`config.mk`:
```
export PLATFORM = sky130hd
export DESIGN_NAME = seven_segment_reader
export DESIGN_NICKNAME = d
export VERILOG_FILES = /design/src/rtl/seven_segment_reader_pkg.sv /design/src/rtl/seven_segment_pattern_to_code.sv /design/src/rtl/seven_segment_reader.sv
export SDC_FILE = /design/constraint.sdc
export NUM_CORES = 1
export LEC_CHECK = 0
export BUFFER_PORTS_ARGS = -buffer_cell sky130_fd_sc_hd__buf_4
export CORE_UTILIZATION = 32
export CTS_CLUSTER_SIZE = 20
export DETAILED_ROUTE_END_ITERATION = 12
export REMOVE_ABC_BUFFERS = 1
export SLEW_MARGIN = 0
export SYNTH_ARGS = -nofsm -noshare
export SYNTH_HDL_FRONTEND = slang
export SYNTH_HIERARCHICAL = 1
export SYNTH_SLANG_ARGS = --single-unit
```
`constraint.sdc`:
```
create_clock -name clk -period 2.02 [get_ports clk]
set_clock_uncertainty 0.05 [all_clocks]
set_input_delay 0.303 -clock clk [delete_from_list [all_inputs] [get_ports clk]]
set_output_delay 0.303 -clock clk [all_outputs]
set_load 0.05 [all_outputs]
```
`src/rtl/seven_segment_reader_pkg.sv`:
```
// Shared constants for the seven-segment reader: active-low segment patterns
// (bit6=a .. bit0=g) and the special codes reported for dash and unknown patterns.
package seven_segment_reader_pkg;

    localparam logic [6:0] SEG_0    = 7'b0000001;
    localparam logic [6:0] SEG_1    = 7'b1001111;
    localparam logic [6:0] SEG_2    = 7'b0010010;
    localparam logic [6:0] SEG_3    = 7'b0000110;
    localparam logic [6:0] SEG_4    = 7'b1001100;
    localparam logic [6:0] SEG_5    = 7'b0100100;
    localparam logic [6:0] SEG_6    = 7'b0100000;
    localparam logic [6:0] SEG_7    = 7'b0001111;
    localparam logic [6:0] SEG_8    = 7'b0000000;
    localparam logic [6:0] SEG_9    = 7'b0000100;
    localparam logic [6:0] SEG_DASH = 7'b1111110;

    localparam logic [3:0] CODE_DASH    = 4'hE;
    localparam logic [3:0] CODE_INVALID = 4'hF;

    localparam int IDX_W = 3;

endpackage

```
`src/rtl/seven_segment_pattern_to_code.sv`:
```
// Purely combinational lookup from an active-low segment pattern to its digit code.
module seven_segment_pattern_to_code
    import seven_segment_reader_pkg::*;
(
    input  logic [6:0] pattern_i,
    output logic [3:0] code_o
);

    // Table lookup; anything not in the table reports CODE_INVALID
    always_comb begin
        code_o = CODE_INVALID;
        case (pattern_i)
            SEG_0:    code_o = 4'h0;
            SEG_1:    code_o = 4'h1;
            SEG_2:    code_o = 4'h2;
            SEG_3:    code_o = 4'h3;
            SEG_4:    code_o = 4'h4;
            SEG_5:    code_o = 4'h5;
            SEG_6:    code_o = 4'h6;
            SEG_7:    code_o = 4'h7;
            SEG_8:    code_o = 4'h8;
            SEG_9:    code_o = 4'h9;
            SEG_DASH: code_o = CODE_DASH;
            default:  code_o = CODE_INVALID;
        endcase
    end

endmodule

```
`src/rtl/seven_segment_reader.sv`:
```
// Passive monitor of a multiplexed seven-segment bus: recovers each digit's code
// once its (anode, segment) sample has been stable for STABLE_CYCLES cycles.
module seven_segment_reader
    import seven_segment_reader_pkg::*;
#(
    parameter int NUM_DIGITS    = 4,
    parameter int STABLE_CYCLES = 4
) (
    input  logic                      clk,
    input  logic                      reset,
    input  logic [6:0]                segment,
    input  logic [NUM_DIGITS-1:0]     anode,
    input  logic                      clear_err,
    output logic [4*NUM_DIGITS-1:0]   digit_values,
    output logic [NUM_DIGITS-1:0]     digit_valid,
    output logic                      update,
    output logic [IDX_W-1:0]          update_idx,
    output logic                      err_invalid
);

    localparam int                RUN_W      = $clog2(STABLE_CYCLES + 1);
    localparam logic [RUN_W-1:0]  RUN_MAX    = RUN_W'(STABLE_CYCLES);
    localparam logic [RUN_W-1:0]  RUN_COMMIT = RUN_W'(STABLE_CYCLES - 1);

    logic [3:0]              live_code_s;
    logic [3:0]              low_cnt_s;
    logic                    anode_legal_s;
    logic [IDX_W-1:0]        anode_idx_s;
    logic                    same_s;
    logic                    commit_s;

    logic [NUM_DIGITS-1:0]   prev_anode_q, prev_anode_d;
    logic [6:0]              prev_seg_q,   prev_seg_d;
    logic [RUN_W-1:0]        run_q,        run_d;
    logic [4*NUM_DIGITS-1:0] values_q,     values_d;
    logic [NUM_DIGITS-1:0]   valid_q,      valid_d;
    logic                    update_q,     update_d;
    logic [IDX_W-1:0]        idx_q,        idx_d;
    logic                    err_q,        err_d;

    seven_segment_pattern_to_code u_decode (
        .pattern_i (segment),
        .code_o    (live_code_s)
    );

    // Anode qualification: count low strobes and encode the position of the low one
    always_comb begin
        low_cnt_s   = 4'd0;
        anode_idx_s = {IDX_W{1'b0}};
        for (int i = 0; i < NUM_DIGITS; i++) begin
            if (!anode[i]) begin
                low_cnt_s   = low_cnt_s + 4'd1;
                anode_idx_s = IDX_W'(i);
            end else begin
                low_cnt_s   = low_cnt_s;
                anode_idx_s = anode_idx_s;
            end
        end
        anode_legal_s = (low_cnt_s == 4'd1);
    end

    // Run tracking and commit detection; a run commits only on its STABLE_CYCLES-1 -> STABLE_CYCLES step
    always_comb begin
        prev_anode_d = anode;
        prev_seg_d   = segment;
        same_s       = anode_legal_s && (anode == prev_anode_q) && (segment == prev_seg_q);
        commit_s     = same_s && (run_q == RUN_COMMIT);
        if (same_s) begin
            run_d = (run_q == RUN_MAX) ? RUN_MAX : (run_q + RUN_W'(1));
        end else if (anode_legal_s) begin
            run_d = RUN_W'(1);
        end else begin
            run_d = {RUN_W{1'b0}};
        end
    end

    // Commit effects on per-digit storage, pulse, index and sticky error (set beats clear)
    always_comb begin
        values_d = values_q;
        valid_d  = valid_q;
        update_d = 1'b0;
        idx_d    = idx_q;
        if (commit_s) begin
            for (int i = 0; i < NUM_DIGITS; i++) begin
                if (anode_idx_s == IDX_W'(i)) begin
                    values_d[4*i +: 4] = live_code_s;
                    valid_d[i]         = 1'b1;
                end else begin
                    values_d[4*i +: 4] = values_q[4*i +: 4];
                    valid_d[i]         = valid_q[i];
                end
            end
            update_d = 1'b1;
            idx_d    = anode_idx_s;
        end else begin
            update_d = 1'b0;
        end

        if (commit_s && (live_code_s == CODE_INVALID)) begin
            err_d = 1'b1;
        end else if (clear_err) begin
            err_d = 1'b0;
        end else begin
            err_d = err_q;
        end
    end

    // State registers
    always_ff @(posedge clk or posedge reset) begin
        if (reset) begin
            prev_anode_q <= {NUM_DIGITS{1'b1}};
            prev_seg_q   <= 7'h7F;
            run_q        <= {RUN_W{1'b0}};
            values_q     <= {(4*NUM_DIGITS){1'b1}};
            valid_q      <= {NUM_DIGITS{1'b0}};
            update_q     <= 1'b0;
            idx_q        <= {IDX_W{1'b0}};
            err_q        <= 1'b0;
        end else begin
            prev_anode_q <= prev_anode_d;
            prev_seg_q   <= prev_seg_d;
            run_q        <= run_d;
            values_q     <= values_d;
            valid_q      <= valid_d;
            update_q     <= update_d;
            idx_q        <= idx_d;
            err_q        <= err_d;
        end
    end

    assign digit_values = values_q;
    assign digit_valid  = valid_q;
    assign update       = update_q;
    assign update_idx   = idx_q;
    assign err_invalid  = err_q;

endmodule

```
After elaboration in Yosys (flattened, before gate mapping)
Cells that the tools add are included.
- muxes and demuxes: 14
- shifts and indexed selects: 0
- add/sub/neg operators: 4
- bitwise operators: 0
- reductions and logical operators: 11
- order comparisons: 0
- div/mod/pow operators: 0
- equality and inequality tests: 19
- multiply operators: 0
- operators with widths (kind ; count):
    4-bit one-hot mux with 11 select lines ; 1
    7-bit equality test (second input constant) ; 3
    7-bit by 3-bit equality test with 1-bit output (second input constant) ; 2
    7-bit by 6-bit equality test with 1-bit output (second input constant) ; 2
    4-bit by 1-bit adder with 4-bit output (second input constant) ; 3
    3-bit two-way mux ; 4
    4-bit two-way mux ; 3
    3-bit by 2-bit equality test with 1-bit output (second input constant) ; 3
    2-bit AND reduction ; 4
    7-bit by 1-bit equality test with 1-bit output (second input constant) ; 1
    7-bit by 4-bit equality test with 1-bit output (second input constant) ; 1
    7-bit by 5-bit equality test with 1-bit output (second input constant) ; 1
    7-bit equality test ; 1
    7-bit logical NOT ; 1
    1-bit two-way mux ; 6
    4-bit by 1-bit equality test with 1-bit output (second input constant) ; 1
    4-bit equality test ; 1
    4-bit equality test (second input constant) ; 1
    1-bit logical AND ; 4
    3-bit by 1-bit adder with 3-bit output (second input constant) ; 1
    3-bit by 1-bit equality test with 1-bit output (second input constant) ; 1
    3-bit equality test (second input constant) ; 1
    3-bit logical NOT ; 1
    2-bit nonzero test ; 1
- output and inout bits: 25
- memory bits (read-only): 0
- input port bits: 14
- flip-flop bits (word level): 39
- memories: 0
- RAM bits: 0
- latch bits: 0

Logic depth before layout (Yosys ltp)
Gate-level depths: netlist (run 1).
- depth after elaboration: 13
- gate-level depth with buffers: 10
- mapped depth without buffers: 10

Hierarchy
Netlist (run 1), hierarchy kept.
- modules (own cells, without submodules) (module ; times used ; sequential area each (um^2) ; cells an instance ; area an instance (um^2)):
    seven_segment_reader ; 1 ; 984.7 ; 122 ; 1726.7
    seven_segment_pattern_to_code ; 1 ; 0.0 ; 41 ; 300.3

Worst setup path before layout (run 1)
OpenSTA, ideal clock, no wires.
- path type: input port to flip-flop
- start point: input port anode[0]
- end point: register values_q[0] (netlist: digit_values[0])
- path slack: -565 ps
- path buffers: 0
- stages: 8
- arrival time: 2450 ps
- setup time: 85 ps
- required time: 1885 ps
- path through: ha_1 > o21ai_0 > ha_1 > or4b_1 > o22ai_2 > o21bai_4 > nand4_4 > mux2_1
- cells in the longest elaborated chain, start to end: 12
- elaborated cells on any way between the ends: 13
- ends and longest elaborated chain (element ; line ; RTL):
    start, declared ; seven_segment_reader.sv:12 ; input logic [NUM_DIGITS-1:0] anode,
    1-bit two-way mux ; seven_segment_reader.sv:51 ; if (!anode[i]) begin
    4-bit by 1-bit adder with 4-bit output ; seven_segment_reader.sv:52 ; low_cnt_s = low_cnt_s + 4'd1;
    4-bit two-way mux ; seven_segment_reader.sv:51 ;
    4-bit by 1-bit adder with 4-bit output ; seven_segment_reader.sv:52 ;
    4-bit two-way mux ; seven_segment_reader.sv:51 ;
    4-bit by 1-bit adder with 4-bit output ; seven_segment_reader.sv:52 ;
    4-bit two-way mux ; seven_segment_reader.sv:51 ;
    4-bit by 1-bit equality test with 1-bit output ; seven_segment_reader.sv:59 ; anode_legal_s = (low_cnt_s == 4'd1);
    1-bit logical AND (*) (2 in a row) ; seven_segment_reader.sv:66 ; same_s = anode_legal_s && (anode == prev_anode_q) && (segment == prev_seg_q);
    1-bit logical AND (*) ; seven_segment_reader.sv:67 ; commit_s = same_s && (run_q == RUN_COMMIT);
    2-bit AND reduction (no source line) (*) ; - ;
    end signal, assigned ; seven_segment_reader.sv:114 ; values_q <= {(4*NUM_DIGITS){1'b1}};
    end signal, assigned ; seven_segment_reader.sv:123 ; values_q <= values_d;
    end, declared ; seven_segment_reader.sv:35 ; logic [4*NUM_DIGITS-1:0] values_q, values_d;
Mark *: on every way between the ends. The rest lies on a longest branch, timed or not.
A chain may end at the register's enable or synchronous reset.

Final worst setup path (run 1)
- start point: input port anode[0]
- end point: register values_q[11] (netlist: digit_values[11])
Same word-level chain as after synthesis.

==> results.md, run 1 <==
* Filler instances at 565
* Total track usage at 14.34%
* CTS Buf Count at 5
* Router iterations before antenna repair at 4
* RSZ-0062 raised after global routing: true
* Leak at 1.299 nW
* Crit Path Category: input port to flop
* Row count at 28
* Worst slack at placement at -727.2 ps
* Tcrit/Tclk final at 112.8%
* Worst setup SP type: input port
* CP peak stage delay at 480 ps
* IO Port Bufs at 37
* CTS clock-pin slew for the worst setup and hold paths at 80 ps
* Worst-Skew Late Latency at 290 ps
* DRT Wirelength at 4189 µm
* Post-route ant nets at 0
* Synth cell types at 48
* Vias in the first global route at 1438
* Synth warn at 6
* Failing checks: setup timing
* GP Congestion at 0.7898
* Count leader, synth: dfstp_2
* Crit-path slowest cell: or4b_4
* MaxCap Viol Count at 0
* Slack of the critical path at -258.7 ps
* Crit path DAT at 2460 ps
* Finish-stage setup viols at 27
* Routed vias at 1415
* Routed length on met1 at 2063 µm
* Post-synth top cells: dfstp_2, dfrtp_1, mux2_2, inv_1, xnor2_1
* Fin util at 45.35%
* Max Clk Rate at 438.8 MHz
* Post-synth top flop: dfstp_2
* Global-route wire length before repair at 7141 µm
* Final slew viol count at 0
* Number of synthesized flops with an enable pin at 0
* Hold crit path type: input port to async pin
* Die Y at 81.59 µm
* Cell taking the most area after synthesis: dfstp_2
* GRT overflow at 0
* Cell Chain, Critical Path: buf_8 -> inv_4 -> ha_4 -> xnor2_2 -> ha_1 -> or4b_4 -> o22ai_2 -> o21bai_4 -> nand4_4 -> mux2_4
* HPWL after detailed placement at 3041 µm
* Final #Nets at 249
* Peak supply drop at 0.3606 mV
* Syn Area/Cell at 12.44 µm²
* Largest net degree at the start of global routing at 39
* Setup TNS at -5327 ps
* Worst EP required at 2200 ps
* DR iter-0 viols at 52
* Io pins at 39
* Root buf cell: clkbuf_8
* Initial antenna violation count at 0
* Core box area at 0.006026 mm²
* Clock Path Buffers at 2
* #FFs+latches synth at 38
* Ranking of synthesized cells by area: dfstp_2, dfrtp_1, mux2_2
* Layout cells sized above 1 at 58.70%
* CP endpoint kind: flop
* Final Hold Fails at 0
* CTS tree: done
* CTS Sinks at 38
* Asr flop ratio synth at 100.0%
* Cell Area, Synth at 0.002027 mm²
* Top Layer Used: met4
* Initial Utilization at 33.64%
* Relative slew slack at 50.70%
* Worst hold margin at 64.88 ps
* Register area share after synthesis at 48.58%
* Metal3 WL at 183 µm
* Top cell type's share of synthesized area at 35.00%
* Die width at 81.59 µm
* Wire length per cell at 13.73 µm
* Via/cell ratio at 4.639
* Gate count of the mapped netlist at 163
* ANT cells at 0
* Area grow syn2layout at 34.81%
* Pwr Density at 583.0 mW/mm²
* Status: finished with violations
* Fin crit period at 2279 ps
* Worst Path Max Fanout at 5
* DR DRC count at 0
* Met2 routed WL at 1887 µm
* Die area at 0.006656 mm²
* CTS H-Tree Depth at 2
* Worst-margin pin slew at 737.2 ps
[path summary, 6_finish.rpt]
check	from	endpoint	slack, ps	depth (start not counted)
setup / recovery	anode[0]	digit_values[11]$_DFFE_PP1P_	-260	10
hold / removal	reset	err_invalid$_DFFE_PP0P_	60	3
setup reg to reg	prev_seg_q[2]$_DFF_PP1_	digit_values[14]$_DFFE_PP1P_	90	5
hold reg to reg	digit_valid[1]$_DFFE_PP0P_	digit_valid[1]$_DFFE_PP0P_	430	1
max in group asynchronous	reset	digit_values[4]$_DFFE_PP1P_	1510	3
min in group clk	segment[2]	prev_seg_q[2]$_DFF_PP1_	100	1
[through the flow]
stage / area (µm²) / total power, W / cells
6_report: 2733 / 0.001593 / 305
5_1_grt: 2733 / 0.001674 / 305
4_1_cts: 2721 / 0.001601 / 304
3_5_place_dp: 2550 / 0.001030 / 295
3_3_place_gp: 2550 / 0.001028 / 295
2_1_floorplan: 1963 / 0.0009178 / 156
[final cells by class]
class	instances	area, µm²	area share (%)
tap	75	93.84	3.434
clock buffer	6	82.58	3.022
sequential	38	984.7	36.03
timing repair buffer	66	534.3	19.55
multi-input combinational	109	985.9	36.08
inverter	9	38.79	1.419
clock inverter	2	12.51	0.4579
[placed cells by master, fill, tap and decap left out, types with 4 or more instances in the layout]
cell	Yosys	final
dfstp_2	27	27
nand2_1	8	8
xor2_1	5	5
nor2_1	7	7
inv_1	9	7
ha_1	6	5
buf_4	4	60
mux2_1	7	4
dfrtp_1	11	11
mux2_2	11	11
o21ai_0	6	5
a21oi_1	5	5
xnor2_1	9	8
clkbuf_8	0	6
[routing by layer]
layer  GRT usage [%]  up-vias
li1                -      707
met5               0        -
met1           20.11      676
met2           21.33       26
met4           5.263        0
met3           3.444        6
[state kept, by name, summed over array words and instances, names as in the netlist]
register      count
digit_valid       4
update            1
prev_seg_q        7
digit_values     16
err_invalid       1
run_q             3
prev_anode_q      4
update_idx        2
[kinds of logic (layout without fill, tap and decap cells)]
group	Yosys count	in the layout	synth area share [%]
mux	18	18	10.00
compound gates	22	22	8.828
simple gates	48	48	17.84
buf+inv	16	83	4.815
xor+xnor	14	14	6.050
fa+ha+maj	6	6	3.704
flops	38	38	48.58
other cells	1	1	0.1850
[where the power goes]
part | internal (W) | switching, W | leakage, nW
Combinational | 0.000121 | 0.000126 | 0.818
Clock | 0.000275 | 0.000280 | 0.0472
Sequential | 0.000785 | 0.00000616 | 0.433
[timing repair]
item                                    4_1_cts  5_1_grt
hold buffers                                  0        0
endpoints found under the setup margin       27       27
gates resized for setup                      18        2
pin swaps                                     7        0
gates cloned                                  0        0
buffers inserted                              1        1
[critical path: cells and delay by family]
kind / cells / cell delay, ps
simple gates: 2 / 660
mux: 1 / 330
fa+ha+maj: 2 / 490
compound gates: 2 / 380
buf+inv: 2 / 150
xor+xnor: 1 / 130
Power figures use the tool's default switching activity.
==> run 2, diff against run 1 <==
--- a/config.mk
+++ b/config.mk
@@ -6,6 +6,7 @@
 export NUM_CORES = 1
 export LEC_CHECK = 0
 export BUFFER_PORTS_ARGS = -buffer_cell sky130_fd_sc_hd__buf_4
+export CORE_ASPECT_RATIO = 0.8
 export CORE_UTILIZATION = 32
 export CTS_CLUSTER_SIZE = 20
 export DETAILED_ROUTE_END_ITERATION = 12
==> results.md, run 2 (synthesis gave the netlist of run 1 again) <==
* Status: finished with violations
* Failing checks: setup timing
* DR DRC count at 0
* Slack of the critical path at -284.3 ps
* Row count at 25
* ANT cells at 0
* CTS H-Tree Depth at 2
* Hold crit path type: input port to async pin
* Crit Path Category: input port to flop
* Final Hold Fails at 0
* Most frequent cells in the layout: buf_4, dfstp_2, mux2_2, dfrtp_1
* Post-route ant nets at 0
* End of the worst register-to-register path: digit_values[11]$_DFFE_PP1P_
* Die Y at 73.19 µm
* DR iter-0 viols at 36
* Total power at 0.001832 W
* R2R cell count at 6
* Layout cells sized above 1 at 62.82%
* Fin crit period at 2304 ps
* Initial antenna violation count at 0
* Fin util at 47.85%
* Worst EP required at 2190 ps
* Io pins at 39
* Root buf cell: clkbuf_8
* Worst r2r src: prev_anode_q[3]$_DFF_PP1_
* Die width at 90.98 µm
* Relative slew slack at 46.50%
* Crit path DAT at 2470 ps
* Die area at 0.006658 mm²
* WP buf/inv at 2
* Setup TNS at -5659 ps
* CP Launch Point: anode[1]
* Peak supply drop at 0.3080 mV
* Vias in the first global route at 1521
* Via/cell ratio at 4.638
* HPWL after detailed placement at 3216 µm
* Worst Path Max Fanout at 5
* Max Clk Rate at 434.0 MHz
* Total track usage at 14.68%
* Top delay family on crit path: simple AND/OR/NAND/NOR gates
* # hold bufs at CTS at 0
* FF/Latch Area at 984.7 µm²
* Leak at 1.338 nW
* GRT overflow at 0
* Area grow syn2layout at 41.79%
* Final #Nets at 253
* Commonest non-fill, non-tap cell in the layout: buf_4
* RSZ-0062 raised after global routing: true
* CP peak stage delay at 490 ps
* CP endpoint kind: flop
* Pwr Density at 637.3 mW/mm²
* Final slew viol count at 0
* CTS Buf Count at 5
* IO Port Bufs at 37
* Routed vias at 1461
* Reg2Reg Setup Slack at 80 ps
* Largest net degree at the start of global routing at 39
* CTS tree: done
* Wire length per cell at 14.01 µm
* DRT Wirelength at 4412 µm
* MaxCap Viol Count at 0
* Multi-input gate area at 0.001052 mm²
* Crit-path slowest cell: or4b_4
* CTS clock-pin slew for the worst setup and hold paths at 80 ps
* CP dominant cell by count: ha_4
* Filler instances at 574
* Worst-Skew Late Latency at 280 ps
* CTS Sinks at 38
* Finish-stage setup viols at 27
* Clock Path Buffers at 2
* Router iterations before antenna repair at 4
* GP Congestion at 0.8186
* Core box area at 0.006006 mm²
* Cell Chain, Critical Path: buf_8 -> inv_4 -> ha_4 -> xnor2_4 -> ha_4 -> or4b_4 -> o22ai_4 -> o21bai_4 -> nand4_4 -> mux2_4
* Worst-margin pin slew at 800.0 ps
* Worst setup SP type: input port
* Max FFs per register at 16
* Tcrit/Tclk final at 114.1%
* Global-route wire length before repair at 7617 µm
* Initial Utilization at 33.75%
run 2: changes by cell type in the layout (fill, tap and decap cells not counted), moves of 2 or more:
cell | before | now
bufinv_16 | 0 | 2
buf_6 | 3 | 5
mux2_4 | 3 | 7
buf_4 | 60 | 63
mux2_1 | 4 | 0
run 2: worst min-delay path, delay by kind of cell:
| kind | cells | cell delay (ps) |
|---|---|---|
| buffers and inverters | 3 | 540 |
run 2: worst max path at each step:
stage | to | slack (ps) | cells after the start
2_1_floorplan | digit_values[0]$_DFFE_PP1P_ | -570 | 8
3_3_place_gp | digit_values[11]$_DFFE_PP1P_ | -730 | 10
3_5_place_dp | digit_values[11]$_DFFE_PP1P_ | -800 | 10
4_1_cts | digit_values[11]$_DFFE_PP1P_ | -290 | 10
5_1_grt | digit_values[4]$_DFFE_PP1P_ | -350 | 10
6_report | digit_values[11]$_DFFE_PP1P_ | -280 | 10
run 2: repair_timing:
action / CTS / global route
pin swaps: 7 / 3
hold endpoints to repair: 0 / 0
endpoints found under the setup margin: 27 / 27
setup buffers: 1 / 0
gates resized for setup: 20 / 12
run 2: report_power, final:
group          switching, W  total (W)  internal, W
logic              0.000139   0.000268     0.000128
registers        0.00000613   0.000791     0.000785
clock network      0.000278   0.000773     0.000495
run 2: routing by layer:
metal	wire (µm)	track usage (%)	vias up	part of all wire, %
met3	185	3.646	4	4.2
met5	0	0	-	0
met2	1946	22.47	27	44
met4	27	3.704	0	0.61
met1	2253	20.86	718	51
li1	-	-	712	-
run 2: area by class of cell:
class | instances | share of cell area [%]
Tap cell | 81 | 3.526
Sequential cell | 38 | 34.26
Clock inverter | 3 | 2.394
Timing Repair Buffer | 70 | 19.46
Multi-Input combinational cell | 109 | 36.61
Inverter | 9 | 1.350
Clock buffer | 5 | 2.394
run 2: per-stage QoR:
stage	cell area [µm²]	cells	setup slack (ps)	hold slack (ps)
finish	2874	315	-284.3	66.56
CTS	2808	315	-291.3	79.44
global route	2874	315	-346.3	118.7
floorplan	1963	156	-565.4	257.5
detailed placement	2582	306	-795.4	395.0
global placement	2582	306	-730.1	395.1
